File: src/rtl/hazard_pkg.sv
// rtl/hazard_pkg.sv - shared state encoding and constants for the hazard controller
package hazard_pkg;

    typedef enum logic [1:0] {
        IDLE     = 2'd0,
        RUN      = 2'd1,
        LU_STALL = 2'd2,
        MEM_WAIT = 2'd3
    } state_t;

    localparam logic [4:0] REG_ZERO       = 5'd0;
    localparam int         LU_PENALTY_DEF = 1;

endpackage

File: src/rtl/hazard_cmp.sv
// rtl/hazard_cmp.sv - combinational load-use hazard comparator
module hazard_cmp
    import hazard_pkg::*;
(
    input  logic       ID_EX_MemRead_i,
    input  logic [4:0] ID_EX_RT_i,
    input  logic [4:0] IF_ID_RS_i,
    input  logic [4:0] IF_ID_RT_i,
    input  logic       IF_ID_uses_rt_i,
    output logic       lu_haz_o
);

    logic rs_match;
    logic rt_match;

    // A load into $0 never creates a real dependency, so it is filtered out here.
    always_comb begin
        rs_match = (ID_EX_RT_i == IF_ID_RS_i);
        rt_match = IF_ID_uses_rt_i & (ID_EX_RT_i == IF_ID_RT_i);
        lu_haz_o = ID_EX_MemRead_i & (ID_EX_RT_i != REG_ZERO) & (rs_match | rt_match);
    end

endmodule

File: src/rtl/hazard_ctrl.sv
// rtl/hazard_ctrl.sv - pipeline stall/flush/bubble sequencing with perf counters
module hazard_ctrl
    import hazard_pkg::*;
#(
    parameter int LU_PENALTY   = LU_PENALTY_DEF,
    parameter int MEM_WAIT_MAX = 15,
    parameter int CNT_W        = 16
) (
    input  logic             clk_i,
    input  logic             rst_i,
    input  logic             start_i,
    input  logic             ID_EX_MemRead_i,
    input  logic [4:0]       ID_EX_RT_i,
    input  logic [4:0]       IF_ID_RS_i,
    input  logic [4:0]       IF_ID_RT_i,
    input  logic             IF_ID_uses_rt_i,
    input  logic             branch_taken_i,
    input  logic             dmem_busy_i,
    output logic             PC_write_o,
    output logic             IF_ID_write_o,
    output logic             IF_ID_flush_o,
    output logic             ID_EX_write_o,
    output logic             ID_EX_bubble_o,
    output logic             pipe_hold_o,
    output logic [CNT_W-1:0] stall_cnt_o,
    output logic [CNT_W-1:0] flush_cnt_o,
    output logic             err_o
);

    localparam int             WW       = $clog2(MEM_WAIT_MAX + 2);
    localparam logic [WW-1:0]  WAIT_MAX = WW'(MEM_WAIT_MAX);
    localparam logic [WW-1:0]  WAIT_SAT = WW'(MEM_WAIT_MAX + 1);
    localparam logic [2:0]     LU_INIT  = 3'(LU_PENALTY - 1);

    state_t             state_q, state_d;
    state_t             ret_q, ret_d;
    state_t             eff_state;
    logic [2:0]         lu_cnt_q, lu_cnt_d;
    logic [WW-1:0]      wait_cnt_q, wait_cnt_d;
    logic               err_q, err_d;
    logic [CNT_W-1:0]   stall_cnt_q, stall_cnt_d;
    logic [CNT_W-1:0]   flush_cnt_q, flush_cnt_d;
    logic               lu_haz;

    hazard_cmp u_cmp (
        .ID_EX_MemRead_i (ID_EX_MemRead_i),
        .ID_EX_RT_i      (ID_EX_RT_i),
        .IF_ID_RS_i      (IF_ID_RS_i),
        .IF_ID_RT_i      (IF_ID_RT_i),
        .IF_ID_uses_rt_i (IF_ID_uses_rt_i),
        .lu_haz_o        (lu_haz)
    );

    // The cycle busy drops already behaves as the return state, so no release cycle is lost.
    always_comb begin
        eff_state = state_q;
        if (state_q == MEM_WAIT && !dmem_busy_i) begin
            eff_state = ret_q;
        end
    end

    // State and counter registers; reset forces IDLE even mid-stall.
    always_ff @(posedge clk_i or negedge rst_i) begin
        if (!rst_i) begin
            state_q     <= IDLE;
            ret_q       <= RUN;
            lu_cnt_q    <= 3'd0;
            wait_cnt_q  <= '0;
            err_q       <= 1'b0;
            stall_cnt_q <= '0;
            flush_cnt_q <= '0;
        end else begin
            state_q     <= state_d;
            ret_q       <= ret_d;
            lu_cnt_q    <= lu_cnt_d;
            wait_cnt_q  <= wait_cnt_d;
            err_q       <= err_d;
            stall_cnt_q <= stall_cnt_d;
            flush_cnt_q <= flush_cnt_d;
        end
    end

    // Next-state: busy beats load-use, load-use beats branch; lu_cnt freezes during a wait.
    always_comb begin
        state_d    = eff_state;
        ret_d      = ret_q;
        lu_cnt_d   = lu_cnt_q;
        wait_cnt_d = wait_cnt_q;
        case (eff_state)
            IDLE: begin
                if (start_i) begin
                    state_d = RUN;
                end
            end
            RUN: begin
                if (dmem_busy_i) begin
                    state_d    = MEM_WAIT;
                    ret_d      = RUN;
                    wait_cnt_d = WW'(1);
                end else if (lu_haz && LU_PENALTY > 1) begin
                    state_d  = LU_STALL;
                    lu_cnt_d = LU_INIT;
                end
            end
            LU_STALL: begin
                if (dmem_busy_i) begin
                    state_d    = MEM_WAIT;
                    ret_d      = LU_STALL;
                    wait_cnt_d = WW'(1);
                end else if (lu_cnt_q <= 3'd1) begin
                    state_d  = RUN;
                    lu_cnt_d = 3'd0;
                end else begin
                    lu_cnt_d = lu_cnt_q - 3'd1;
                end
            end
            MEM_WAIT: begin
                if (wait_cnt_q < WAIT_SAT) begin
                    wait_cnt_d = wait_cnt_q + WW'(1);
                end
            end
            default: state_d = IDLE;
        endcase
        err_d = err_q | (wait_cnt_d > WAIT_MAX);
    end

    // Output decode from the effective state and the current inputs.
    always_comb begin
        PC_write_o     = 1'b0;
        IF_ID_write_o  = 1'b0;
        IF_ID_flush_o  = 1'b0;
        ID_EX_write_o  = 1'b0;
        ID_EX_bubble_o = 1'b0;
        pipe_hold_o    = 1'b0;
        case (eff_state)
            IDLE: begin
                ID_EX_write_o  = 1'b1;
                ID_EX_bubble_o = 1'b1;
            end
            RUN: begin
                if (dmem_busy_i) begin
                    pipe_hold_o = 1'b1;
                end else if (lu_haz) begin
                    ID_EX_write_o  = 1'b1;
                    ID_EX_bubble_o = 1'b1;
                end else begin
                    PC_write_o    = 1'b1;
                    IF_ID_write_o = 1'b1;
                    ID_EX_write_o = 1'b1;
                    IF_ID_flush_o = branch_taken_i;
                end
            end
            LU_STALL: begin
                if (dmem_busy_i) begin
                    pipe_hold_o = 1'b1;
                end else begin
                    ID_EX_write_o  = 1'b1;
                    ID_EX_bubble_o = 1'b1;
                end
            end
            MEM_WAIT: pipe_hold_o = 1'b1;
            default: ;
        endcase
    end

    // Saturating performance counters driven by the decoded outputs.
    always_comb begin
        stall_cnt_d = stall_cnt_q;
        flush_cnt_d = flush_cnt_q;
        if (state_q != IDLE && !PC_write_o && stall_cnt_q != '1) begin
            stall_cnt_d = stall_cnt_q + CNT_W'(1);
        end
        if (IF_ID_flush_o && flush_cnt_q != '1) begin
            flush_cnt_d = flush_cnt_q + CNT_W'(1);
        end
    end

    assign stall_cnt_o = stall_cnt_q;
    assign flush_cnt_o = flush_cnt_q;
    assign err_o       = err_q;

endmodule

File: config.mk
export PLATFORM = sky130hd
export DESIGN_NAME = hazard_ctrl
export DESIGN_NICKNAME = d
export VERILOG_FILES = /design/src/rtl/hazard_pkg.sv /design/src/rtl/hazard_cmp.sv /design/src/rtl/hazard_ctrl.sv
export SDC_FILE = /design/constraint.sdc
export NUM_CORES = 1
export LEC_CHECK = 0
export ABC_AREA = 1
export CAP_MARGIN = 10
export CORE_MARGIN = 2
export CORE_UTILIZATION = 40
export CTS_BUF_LIST = sky130_fd_sc_hd__clkbuf_4
export DETAILED_ROUTE_END_ITERATION = 12
export PLACE_DENSITY_LB_ADDON = 0.12
export SETUP_SLACK_MARGIN = 0.2
export SYNTH_ARGS = -nofsm -noshare
export SYNTH_HDL_FRONTEND = slang
export SYNTH_HIERARCHICAL = 1
export SYNTH_SLANG_ARGS = --single-unit
File: constraint.sdc
create_clock -name clk_i -period 3.5 [get_ports clk_i]
set_input_delay 0.7 -clock clk_i [delete_from_list [all_inputs] [get_ports clk_i]]
set_output_delay 0.7 -clock clk_i [all_outputs]
set_load 0.005 [all_outputs]
# After elaboration in Yosys (flattened, before gate mapping)
# Cells that the tools add are included.
# Widths: inputs -> output; s select.
# totals
regBits	45
word_cells	69
in_bits	22
output_inout_bits	39
# op_classes
mux	26
bitwise	6
n_reduce_logical	13
n_addsub	4
n_lt_le_gt_ge	3
eq_ne	10
# op_table
operator	n
$add 16x1->16 const B	2
$ne 16x16->1 const B	2
$mux 2	7
$eq 5x5->1	2
$mux 1	10
$mux 5	2
$pmux 5 s2	1
$eq 2x2->1 const B	3
$pmux 2 s3	1
$add 5x1->5 const B	1
$gt 5x4->1 const B	1
$lt 5x5->1 const B	1
$reduce_bool 5->1	1
$logic_and 1x1->1	4
$ne 2x2->1 const B	2
$pmux 1 s2	2
$pmux 2 s2	1
$reduce_bool 2->1	2
$and 1x1->1	3
$le 3x1->1 const B	1
$mux 3	1
$pmux 1 s3	1
$reduce_and 3->1	1
$sub 3x1->3 const B	1
7 further kinds	9

# Logic depth before layout (Yosys ltp)
# logic_depth
word_depth	10
depth_mapped	14
mapped_depth_nobuf	13

# Cells and area by module
# Netlist, hierarchy kept.
# modules_own_cells
module	instances	seq_area_each_um2	area_each_um2	cells_each
hazard_ctrl	1	1127.3	2817.7	402
hazard_cmp	1	0.0	206.4	52

# Worst setup path after synthesis
# OpenSTA, ideal clock, no wires.
# synth_path
kind	input-to-output
from	in dmem_busy_i
to	out ID_EX_write_o
arrival_time_ps	1756
path_stages	6
t_required_ps	2800
n_path_buf	0
setup_slack_ps	1044
path_cell_list	inv_1 a31oi_1 inv_1 ha_1 a21oi_1 nor2_1
# synth_via
elab_chain_cells	6
elab_cells_between_ends	9
classes_between	2 x eq/ne; 3 x mux; 4 x reduce/logical
# synth_lines
item	line_no	text
from (decl)	hazard_ctrl.sv:18	input logic dmem_busy_i,
$logic_not 1->1	hazard_ctrl.sv:57	if (state_q == MEM_WAIT && !dmem_busy_i) begin
$logic_and 1x1->1	hazard_ctrl.sv:57	
$mux 2	hazard_ctrl.sv:57	
$eq 2x2->1 / $eq 2x1->1 (equally long branches)	hazard_ctrl.sv:135	case (eff_state)
$reduce_or 2->1 (no line)	n/a	
$pmux 1 s2 (*)	hazard_ctrl.sv:135	
to (decl)	hazard_ctrl.sv:22	output logic ID_EX_write_o,
# Mark *: on every way between the ends. The rest lies on a longest branch, timed or not.

# Worst setup path in the final report
# Same ends and word-level chain as after synthesis.

==> qor.csv <==
metric;value;unit
status;finished clean;
path_delay_family;buffers and inverters;
cts_buffers;5;
die_x;91.0;um
netlist_instances;454;
netlist.area_leader.share;0.364;
grt_pass1_vias;2613;
finalCriticalPeriod;3230;ps
htreeDepth;2;
whs;493;ps
synth_area;3020;sq um
nFillCells;732;
via_per_inst;4.63;
num_rows;31;
rsz0062_at_grt;yes;
start_util;0.415;
endpoint_kind;output port;
cp-start-kind;primary input;
postRouteWirelength;6610;um
path_max_fanout;5;
yosysWarnings;6;
synth_cell_types;28;
core_area;7290;sq um
num_io_pins;61;
vias;2900;
clk_pin_slew_worst_paths;120;ps
clock-sinks;45;
fin_worst_skew;22.5;ps
min_path_type;register to register;
cts_hold_buf;0;
synthTopCellsByArea;dfrtp_1, nand2_1, inv_1;
routabilityCongestion;0.822;
clock_latency;350;ps
final_common_cell;nand2_1;
fp.dieH;91.0;um
grt_pass1_wl;11600;um
syn_area_per_cell;6.66;sq um
clockRootBuffer;clkbuf_4;
synth.net_count;485;
dieArea;8270;sq um
diodes;0;
fin_crit_sh;0.922;
worstMarginPinSlew;1010;ps
cts_tree;built;
cpMaxStageDelayCell;clkdlybuf4s50_1;
detail_route.first_pass.iterations;4;
yosysSeqAreaShare;0.373;
critPathBufInv;4;
area_growth;29.6;%
cts_buffer_depth;2;
detail_route.wl_per_cell;10.5;um
slowest_delay;500;ps
drtIter0Drc;151;
crit_type;primary input to output port;
hold_viol_final;0;
setup_viol;0;
slew_headroom;0.327;
cp_cell_sequence;clkdlybuf4s50_1, inv_2, a31oi_4, inv_2, ha_4, a21oi_1, nor2_1, clkdlybuf4s50_1;
io_buffers;60;
route.detailed.drc;0;
arrival;2530;ps
final_cell_mix;nand2_1, clkdlybuf4s50_1, inv_1, nor2_1, dfrtp_1;
yosysTopAreaCell;dfrtp_1;
tns;0;ps
p_per_area;513;nW/um^2
fmax;0.310;GHz
nNetsFinal;558;
yosys_register_bits;45;
grtUsageTotal;0.167;
ant_nets;0;
antenna_found_initial;0;
grt_max_degree;46;
crit_required;2800;ps
drive_gt1_frac;0.0928;
hpwl;4930;um
p_leak;0.00191;uW
final_max_slew_viol_count;0;
ir_worst_vdd;0.000556;V
gr-total-overflow;0;
drv_cap;0;
routing by layer:
layer  wire length (um)  global-route usage  up-vias
li1                   -                   -     1542
met3                219              0.0241        5
met4                 48              0.0379        0
met1               3220               0.230     1300
met5                  0                   0        -
met2               3120               0.280       53
kinds of logic (layout without fill, tap and decap cells):
kind of cell,Yosys count,after routing,synth area share
buffers and inverters,66,140,0.0898
and+or+nand+nor,280,280,0.379
DFF,45,45,0.373
xor gates and xnor gates,17,17,0.0492
AOI/OAI and AO/OA,37,37,0.0724
adders and majority gates,9,9,0.0372
cell type report:
cell class / instances / area, sq um / share of cell area
Sequential cell: 45 / 1130 / 0.288
Timing Repair Buffer: 71 / 689 / 0.176
Inverter: 61 / 229 / 0.0584
Clock buffer: 6 / 45.0 / 0.0115
Multi-Input combinational cell: 343 / 1670 / 0.426
Tap cell: 99 / 124 / 0.0316
Clock inverter: 2 / 35.0 / 0.00894
stage by stage:
| step | cell area (sq um) | util | cells | setup slack, ps | power, uW |
|---|---|---|---|---|---|
| global placement | 3760 | 0.516 | 616 | 133 | 1630 |
| finish | 3920 | 0.537 | 627 | 272 | 2010 |
| detailed placement | 3760 | 0.516 | 616 | 100 | 1640 |
| CTS | 3870 | 0.531 | 624 | 213 | 2000 |
| global route | 3920 | 0.537 | 627 | 193 | 2200 |
| floorplan | 3020 | - | 454 | 1040 | 1280 |
where the power goes:
part	switching (uW)	leakage, uW	total, uW	internal [uW]
combinational	498	0.00127	946	449
clock	164	0.0000456	321	158
sequential	113	0.000596	743	630
flip-flops by register name, summed over array words and instances (netlist names):
name	count
stall_cnt_o	16
flush_cnt_o	16
ret_q	2
state_q	2
wait_cnt_q	5
lu_cnt_q	3
err_o	1
worst paths after layout:
check | startpoint | end | cells past startpoint | slack, ps
worst min register to register | err_o$_DFF_PN0_ | err_o$_DFF_PN0_ | 1 | 490
min in group asynchronous | rst_i | stall_cnt_o[2]$_DFFE_PN0P_ | 1 | 500
worst max-delay path | dmem_busy_i | ID_EX_write_o | 8 | 270
worst max register to register | ret_q[0]$_DFFE_PN1P_ | flush_cnt_o[1]$_DFFE_PN0P_ | 12 | 1370
max in group asynchronous | rst_i | ret_q[1]$_DFFE_PN0P_ | 1 | 2360
worst min-delay path | err_o$_DFF_PN0_ | err_o$_DFF_PN0_ | 1 | 490
cell usage after synthesis:
| master | count |
|---|---|
| nand2_1 | 196 |
| inv_1 | 58 |
| nor2_1 | 48 |
| dfrtp_1 | 44 |
| o21ai_0 | 22 |
| nand3_1 | 16 |
| xnor2_1 | 11 |
| ha_1 | 9 |
| nand4_1 | 9 |
| a21oi_1 | 7 |
| xor2_1 | 6 |
| nand2_2 | 4 |
| inv_2 | 3 |
| nor2_4 | 3 |
| a31oi_1 | 2 |
| buf_4 | 2 |
| buf_6 | 2 |
| o21ai_4 | 2 |
| buf_2 | 1 |
| dfstp_2 | 1 |
| nand2_4 | 1 |
| nand3_2 | 1 |
| nor2_2 | 1 |
| o211ai_1 | 1 |
| o21a_1 | 1 |
| o22ai_1 | 1 |
| o31ai_1 | 1 |
| or2_2 | 1 |
repair_timing:
action                     4_1_cts  5_1_grt
setup buffers                    0        3
pin swaps                        0        4
hold endpoints to repair         0        0
setup endpoints to repair        4        6
gates resized for setup          9        9
No activity file was read; power rests on OpenSTA's default activity.
